[config.mk]
export PLATFORM = sky130hd
export DESIGN_NAME = lane_scheduler
export DESIGN_NICKNAME = d
export VERILOG_FILES = /design/src/rtl/lane_scheduler.sv
export SDC_FILE = /design/constraint.sdc
export NUM_CORES = 1
export LEC_CHECK = 0
export BUFFER_PORTS_ARGS = -buffer_cell sky130_fd_sc_hd__buf_2
export CORE_ASPECT_RATIO = 1.75
export CORE_UTILIZATION = 40
export CTS_BUF_LIST = sky130_fd_sc_hd__clkbuf_8
export DETAILED_ROUTE_END_ITERATION = 10
export PLACE_DENSITY_LB_ADDON = 0.25
export SLEW_MARGIN = 5
export SYNTH_ARGS = -nofsm -noshare
export SYNTH_HDL_FRONTEND = slang
export SYNTH_SLANG_ARGS = --single-unit
[constraint.sdc]
create_clock -name frame_clk -period 2.45 [get_ports frame_clk]
set_input_delay 0.1225 -clock frame_clk [delete_from_list [all_inputs] [get_ports frame_clk]]
set_output_delay 0.1225 -clock frame_clk [all_outputs]
set_load 0.03 [all_outputs]
[src/rtl/lane_scheduler.sv]
// lane_scheduler
//   Game-level sequencer for the car lanes. It sits between the frame-rate game
//   logic and N_LANES car instances. It issues per-lane step pulses at a
//   level-dependent rate and merges the per-lane collision flags. A hit respawns
//   the frog, costs a life and freezes traffic for HIT_FRAMES frames. Reaching
//   home raises the level and re-seeds the lanes.
//
// Ports
//   frame_clk      in   frame-rate clock, rising edge
//   Reset          in   synchronous, active-high
//   Start          in   start a game from IDLE / return to IDLE from OVER
//   Car_Collision  in   per-lane collision flags
//   Frog_Home      in   frog reached the far bank
//   Lane_Step      out  one-frame pulse per lane: advance one step
//   Lane_Reset     out  cars held at their start positions while high
//   Frog_Respawn   out  one-frame pulse: frog back to its start position
//   Hit_Lane       out  lowest collided lane index of the last hit
//   Lives          out  remaining lives
//   Level          out  current level
//   Game_Over      out  high while in OVER
module lane_scheduler #(
   parameter int N_LANES     = 4,
   parameter int BASE_PERIOD = 12,
   parameter int LANE_DELTA  = 3,
   parameter int LEVEL_DELTA = 2,
   parameter int MIN_PERIOD  = 2,
   parameter int MAX_LEVEL   = 7,
   parameter int START_LIVES = 3,
   parameter int HIT_FRAMES  = 30
) (
   input  logic               frame_clk,
   input  logic               Reset,
   input  logic               Start,
   input  logic [N_LANES-1:0] Car_Collision,
   input  logic               Frog_Home,
   output logic [N_LANES-1:0] Lane_Step,
   output logic               Lane_Reset,
   output logic               Frog_Respawn,
   output logic [2:0]         Hit_Lane,
   output logic [1:0]         Lives,
   output logic [2:0]         Level,
   output logic               Game_Over
);

   typedef enum logic [2:0] {S_IDLE, S_PLAY, S_HIT, S_LVLUP, S_OVER} state_t;

   state_t     state;
   logic [7:0] cnt    [N_LANES];
   logic [7:0] period [N_LANES];
   logic [7:0] hit_tmr;

   // Lane period in 8b signed so that a steep level drop cannot wrap around;
   // anything under the floor (including negative) clamps to MIN_PERIOD.
   function automatic logic [7:0] lane_period(input int lane, input logic [2:0] lvl);
      logic signed [7:0] base_s;
      logic signed [7:0] drop_s;
      logic signed [7:0] raw_s;
      base_s = signed'(8'(BASE_PERIOD + lane * LANE_DELTA));
      drop_s = signed'(8'(LEVEL_DELTA)) * signed'({5'd0, lvl});
      raw_s  = base_s - drop_s;
      if (raw_s < signed'(8'(MIN_PERIOD)))
         return 8'(MIN_PERIOD);
      return unsigned'(raw_s);
   endfunction

   // Index of the lowest set collision flag.
   function automatic logic [2:0] lowest_set(input logic [N_LANES-1:0] v);
      logic [2:0] idx;
      idx = '0;
      for (int i = N_LANES - 1; i >= 0; i--)
         if (v[i]) idx = 3'(i);
      return idx;
   endfunction

   function automatic logic [1:0] lives_dec_sat(input logic [1:0] l);
      return (l == 2'd0) ? 2'd0 : l - 2'd1;
   endfunction

   function automatic logic [2:0] level_inc_sat(input logic [2:0] l);
      return (l >= 3'(MAX_LEVEL)) ? 3'(MAX_LEVEL) : l + 3'd1;
   endfunction

   always_comb begin
      for (int i = 0; i < N_LANES; i++)
         period[i] = lane_period(i, Level);
   end

   always_ff @(posedge frame_clk) begin
      if (Reset) begin
         state        <= S_IDLE;
         Lane_Step    <= '0;
         Lane_Reset   <= 1'b1;
         Frog_Respawn <= 1'b0;
         Hit_Lane     <= '0;
         Lives        <= 2'(START_LIVES);
         Level        <= '0;
         Game_Over    <= 1'b0;
         hit_tmr      <= '0;
         for (int i = 0; i < N_LANES; i++) cnt[i] <= '0;
      end else begin
         // Pulses default low so none lasts beyond one frame.
         Lane_Step    <= '0;
         Frog_Respawn <= 1'b0;
         case (state)
            S_IDLE: begin
               Lane_Reset <= 1'b1;
               for (int i = 0; i < N_LANES; i++) cnt[i] <= '0;
               if (Start) begin
                  state      <= S_PLAY;
                  Lane_Reset <= 1'b0;
               end
            end
            S_PLAY: begin
               // A collision outranks reaching home in the same frame.
               if (|Car_Collision) begin
                  Hit_Lane     <= lowest_set(Car_Collision);
                  Lives        <= lives_dec_sat(Lives);
                  Frog_Respawn <= 1'b1;
                  hit_tmr      <= '0;
                  state        <= S_HIT;
               end else if (Frog_Home) begin
                  Level        <= level_inc_sat(Level);
                  Frog_Respawn <= 1'b1;
                  Lane_Reset   <= 1'b1;
                  for (int i = 0; i < N_LANES; i++) cnt[i] <= '0;
                  state        <= S_LVLUP;
               end else begin
                  for (int i = 0; i < N_LANES; i++) begin
                     if (cnt[i] == period[i] - 8'd1) begin
                        cnt[i]       <= '0;
                        Lane_Step[i] <= 1'b1;
                     end else begin
                        cnt[i] <= cnt[i] + 8'd1;
                     end
                  end
               end
            end
            S_LVLUP: begin
               for (int i = 0; i < N_LANES; i++) cnt[i] <= '0;
               Lane_Reset <= 1'b0;
               state      <= S_PLAY;
            end
            S_HIT: begin
               // Counters stay frozen; the dwell ends after exactly HIT_FRAMES frames.
               if (hit_tmr == 8'(HIT_FRAMES - 1)) begin
                  for (int i = 0; i < N_LANES; i++) cnt[i] <= '0;
                  if (Lives == 2'd0) begin
                     state      <= S_OVER;
                     Game_Over  <= 1'b1;
                     Lane_Reset <= 1'b1;
                  end else begin
                     state <= S_PLAY;
                  end
               end else begin
                  hit_tmr <= hit_tmr + 8'd1;
               end
            end
            S_OVER: begin
               Lane_Reset <= 1'b1;
               if (Start) begin
                  state     <= S_IDLE;
                  Lives     <= 2'(START_LIVES);
                  Level     <= '0;
                  Hit_Lane  <= '0;
                  Game_Over <= 1'b0;
               end
            end
            default: state <= S_IDLE;
         endcase
      end
   end

endmodule
==> PnR_summary.wiki <==
{| class="wikitable"
! Metric !! Value
|-
| Area added between synthesis and finish || 13.9%
|-
| Maximum number of pins on one net before global-route repair || 20
|-
| Number of standard cells after synthesis || 360
|-
| Last weighted congestion value of the routability-driven placer || between 0.7 and 0.8
|-
| Met1 track utilization from global routing || between 10% and 20%
|-
| PortBufs || 21
|-
| Number of primary I/O pins || 23
|-
| Post-CTS Setup Repair Bufs || 0
|-
| Lkg Pwr || between 1 and 1.5 nW
|-
| Average cell area after synthesis || roughly 8.8 um2
|-
| Number of buffers and inverters on the critical path || 0
|-
| Final hold violation count || 0
|-
| Power density over the cells || a little over 600 nW/um2
|-
| Maximum vdd ir drop || 409 uV
|-
| Clock group share of total power || a little under two fifths
|-
| Combined global-route utilization of all metal layers || 17.9%
|-
| Worst-path cell chain || ha_1 -> ha_1 -> nor2b_1 -> o22ai_1 -> a31oi_1 -> o31a_4 -> and3_1 -> a221o_1
|-
| CP endpoint kind || flip-flop
|-
| Syn_nets || between 300 and 400
|-
| Highest attainable clock frequency || 0.446 GHz
|-
| Clk Latency, worst-skew pair || roughly 0.35 ns
|-
| Floorplan die width || 69.2 um
|-
| Standard cell core area || about 7600 um2
|-
| Root buffer cell || clkbuf_8
|-
| Worst path top cell family by delay || compound AO/OA/AOI/OAI gates
|-
| Critical Path Slowest Stage Cell || o31a_4
|-
| Final Critical Period || around 2.2 ns
|-
| Post-route total power || ~2.2 mW
|-
| Commonest non-fill, non-tap cell in the layout || nor2_1
|-
| Post-synth EDFFs || 16
|-
| Yosys warning count || 0
|-
| Number of synthesized register bits || 57
|-
| Run status || finished, final reports clean
|-
| Type of the tightest min-delay check || primary input to flip-flop
|-
| Crit-path most repeated cell || ha_1
|-
| Bufs on Longest Clock Path || 2
|-
| Per-cell routed wire length || about 14 um
|-
| GR met2 Demand/Resource || ~32%
|-
| Total grt overflow || 0
|-
| Count of maximum capacitance violations || 0
|-
| Total half-perimeter wirelength after legalization and detailed placement || approximately 5000 um
|-
| Layout Nets || 415
|-
| Initial core utilization || approximately two fifths
|-
| Filler cells || 730
|-
| Clk sink count || between 50 and 60
|-
| Vias in the first global route || between 2000 and 3000
|-
| Ratio of routed vias to standard cells || approximately 5.5
|-
| Critical-path maximum fanout || 8
|-
| WP data required || between 2 and 3 ns
|-
| Die boundary height || 120 um
|-
| Total of endpoints with negative setup slack in the final report || 0
|-
| Number of hold-repair buffers added at the cts stage || 0
|-
| Share of total power in combinational logic || roughly an eighth
|-
| Count of inserted antenna diode cells || 0
|-
| Inserted Clock Buffers || 9
|-
| Worst setup path category || flip-flop to flip-flop
|-
| Overall via count from detail_route || between 2000 and 3000
|-
| Fraction of final layout cells with drive strength greater than 1 || between 10% and 20%
|-
| RSZ-0062 raised after global routing || no
|-
| First-pass GRT wire length || 11800 um
|-
| Share of flip-flops with an asynchronous set or reset || 0%
|-
| DRC violation total after the first TritonRoute iteration || about 100
|-
| Post-route clock skew || between 0.01 and 0.015 ns
|-
| Setup_tns || 0 ns
|-
| Switching power || about 0.64 mW
|-
| Worst Tran Pin Value || 0.661 ns
|-
| Die Footprint || roughly 8300 um2
|-
| Max Slew Vio Count || 0
|-
| Part of the power in registers || just under 50%
|-
| Iteration count of the initial detailed-routing pass || 4
|-
| TritonCTS clock tree || yes
|-
| Arrival time at the worst endpoint || around 2.5 ns
|-
| Max H-tree Level || 3
|-
| Number of gates resized after CTS || 0
|-
| Global-route layer with the greatest usage || met2
|-
| Total wire length after detailed routing || 6830 um
|-
| Delay of the slowest critical-path stage || around 0.4 ns
|-
| Part of the Yosys area used for sequential elements || about two fifths
|-
| Most common flop cell mapped by yosys || dfxtp_1
|-
| Final core area utilization || a little under half
|-
| Number of antenna violations at the first check in global routing || 0
|-
| Synth unique cells || 54
|-
| Post-route ant nets || 0
|-
| Switching share of total power || roughly 29%
|-
| Final Cycle Share || 91.6%
|-
| Most used cells in the layout excluding fill and tap cells || nor2_1, dfxtp_1, nand2_1
|-
| Remaining routing DRC violations || 0
|-
| Clock-pin transition on the worst setup and hold timing paths || 0.07 ns
|-
| Placement row count || 42
|-
| Met3 track demand over resource in global routing || 4.28%
|-
| Relative slew slack || between 50% and 60%
|-
| Total standard cell area after synthesis || ~3200 um2
|-
| Cell Int Power || approximately 1.6 mW
|-
| Critical Path Start Type || flip-flop
|}
## layer usage
metal  wire (um)  vias to the layer above
met5           0                        -
met4         163                        0
met3         250                       12
met2        3660                       52
met1        2750                     1259
li1            -                     1349
## cells by family (layout without fill, tap and decap cells)
group	count (synthesis)	in the layout	synth area share, %
xor gates and xnor gates	34	34	9.42
muxes	4	4	1.39
and+or+nand+nor	162	162	25.8
AOI/OAI and AO/OA	63	63	13.0
other	1	1	0.119
buffers and inverters	24	61	3.13
adders and majority gates	15	15	5.94
DFF	57	57	41.2
## cell usage after synthesis (2+ instances only)
| cell | number | area (um2) |
|---|---|---|
| edfxtp_1 | 16 | 480 |
| o22ai_1 | 2 | 12.5 |
| dfxtp_1 | 41 | 821 |
| nor4_1 | 6 | 37.5 |
| and3_1 | 8 | 50.1 |
| a21oi_1 | 21 | 105 |
| nand3_1 | 21 | 105 |
| nand2_1 | 34 | 128 |
| nor2_1 | 45 | 169 |
| nand3b_1 | 2 | 15.0 |
| nor3b_1 | 3 | 22.5 |
| nor2b_1 | 3 | 18.8 |
| or2_2 | 3 | 18.8 |
| a31oi_1 | 4 | 25.0 |
| nand4_1 | 8 | 50.1 |
| xor2_1 | 25 | 219 |
| buf_4 | 2 | 15.0 |
| mux2_2 | 3 | 33.8 |
| xnor2_1 | 9 | 78.8 |
| nor3_1 | 13 | 65.1 |
| and3_2 | 2 | 15.0 |
| inv_1 | 12 | 45.0 |
| nand2b_1 | 3 | 18.8 |
| ha_1 | 15 | 188 |
| or3_1 | 2 | 12.5 |
| o21ai_0 | 13 | 65.1 |
| o31ai_1 | 4 | 30.0 |
| a21o_1 | 2 | 15.0 |
| nor4b_1 | 3 | 26.3 |
| clkbuf_1 | 8 | 30.0 |
| a211o_1 | 4 | 35.0 |
## worst min-delay path: cells and delay by family
family,cells,cell delay (ns)
simple gates,2,0.09
compound gates,1,0.11
buf+inv,1,0.10
## stage by stage
step / instance area [um2] / cells / worst slack, ns / hold slack, ns
finish: 3600 / 485 / 0.207 / 0.132
global route: 3600 / 485 / 0.0848 / 0.135
detailed placement: 3410 / 469 / 0.215 / 0.448
CTS: 3600 / 485 / 0.198 / 0.118
global placement: 3410 / 469 / 0.260 / 0.447
floorplan: 3160 / 360 / 0.00474 / 0.266
## final timing paths
| check | slack, ns | endpoint | startpoint | depth (start not counted) |
|---|---|---|---|---|
| max | 0.21 | cnt[0][3]$_SDFFE_PP0P_ | Level[0]$_SDFFE_PP0P_ | 8 |
| min | 0.13 | Hit_Lane[1]$_SDFFE_PP0P_ | Car_Collision[1] | 4 |
| max reg2reg | 0.21 | cnt[0][3]$_SDFFE_PP0P_ | Level[0]$_SDFFE_PP0P_ | 8 |
| min reg2reg | 0.47 | Lane_Reset$_SDFFE_PP1P_ | Lane_Reset$_SDFFE_PP1P_ | 1 |
## flip-flops by register name, summed over array words and instances (netlist names)
| signal | cells |
|---|---|
| state | 3 |
| Level | 3 |
| Frog_Respawn | 1 |
| Lane_Step | 4 |
| hit_tmr | 8 |
| Lives | 2 |
| Hit_Lane | 2 |
| Game_Over | 1 |
| Lane_Reset | 1 |
| cnt | 32 |
## power by group through the flow
| stage | sequential [mW] | combinational [mW] | clock, mW |
|---|---|---|---|
| floorplan | 1.13 | 0.192 | 0 |
| global placement | 1.12 | 0.291 | 0 |
| detailed placement | 1.13 | 0.292 | 0 |
| CTS | 1.10 | 0.295 | 0.868 |
| global route | 1.12 | 0.324 | 0.909 |
| finish | 1.10 | 0.294 | 0.846 |
## cell type report
cell class,instances,area (um2),area share [%]
multi-input cells,279,1760,48.9
flip-flops and latches,57,1300,36.2
repair buffers,33,195,5.42
clock buffers,9,124,3.44
well taps,88,110,3.06
clock inverters,7,61.3,1.70
inverters,12,45.0,1.25
Note: power is estimated with default switching activity, not from simulation.
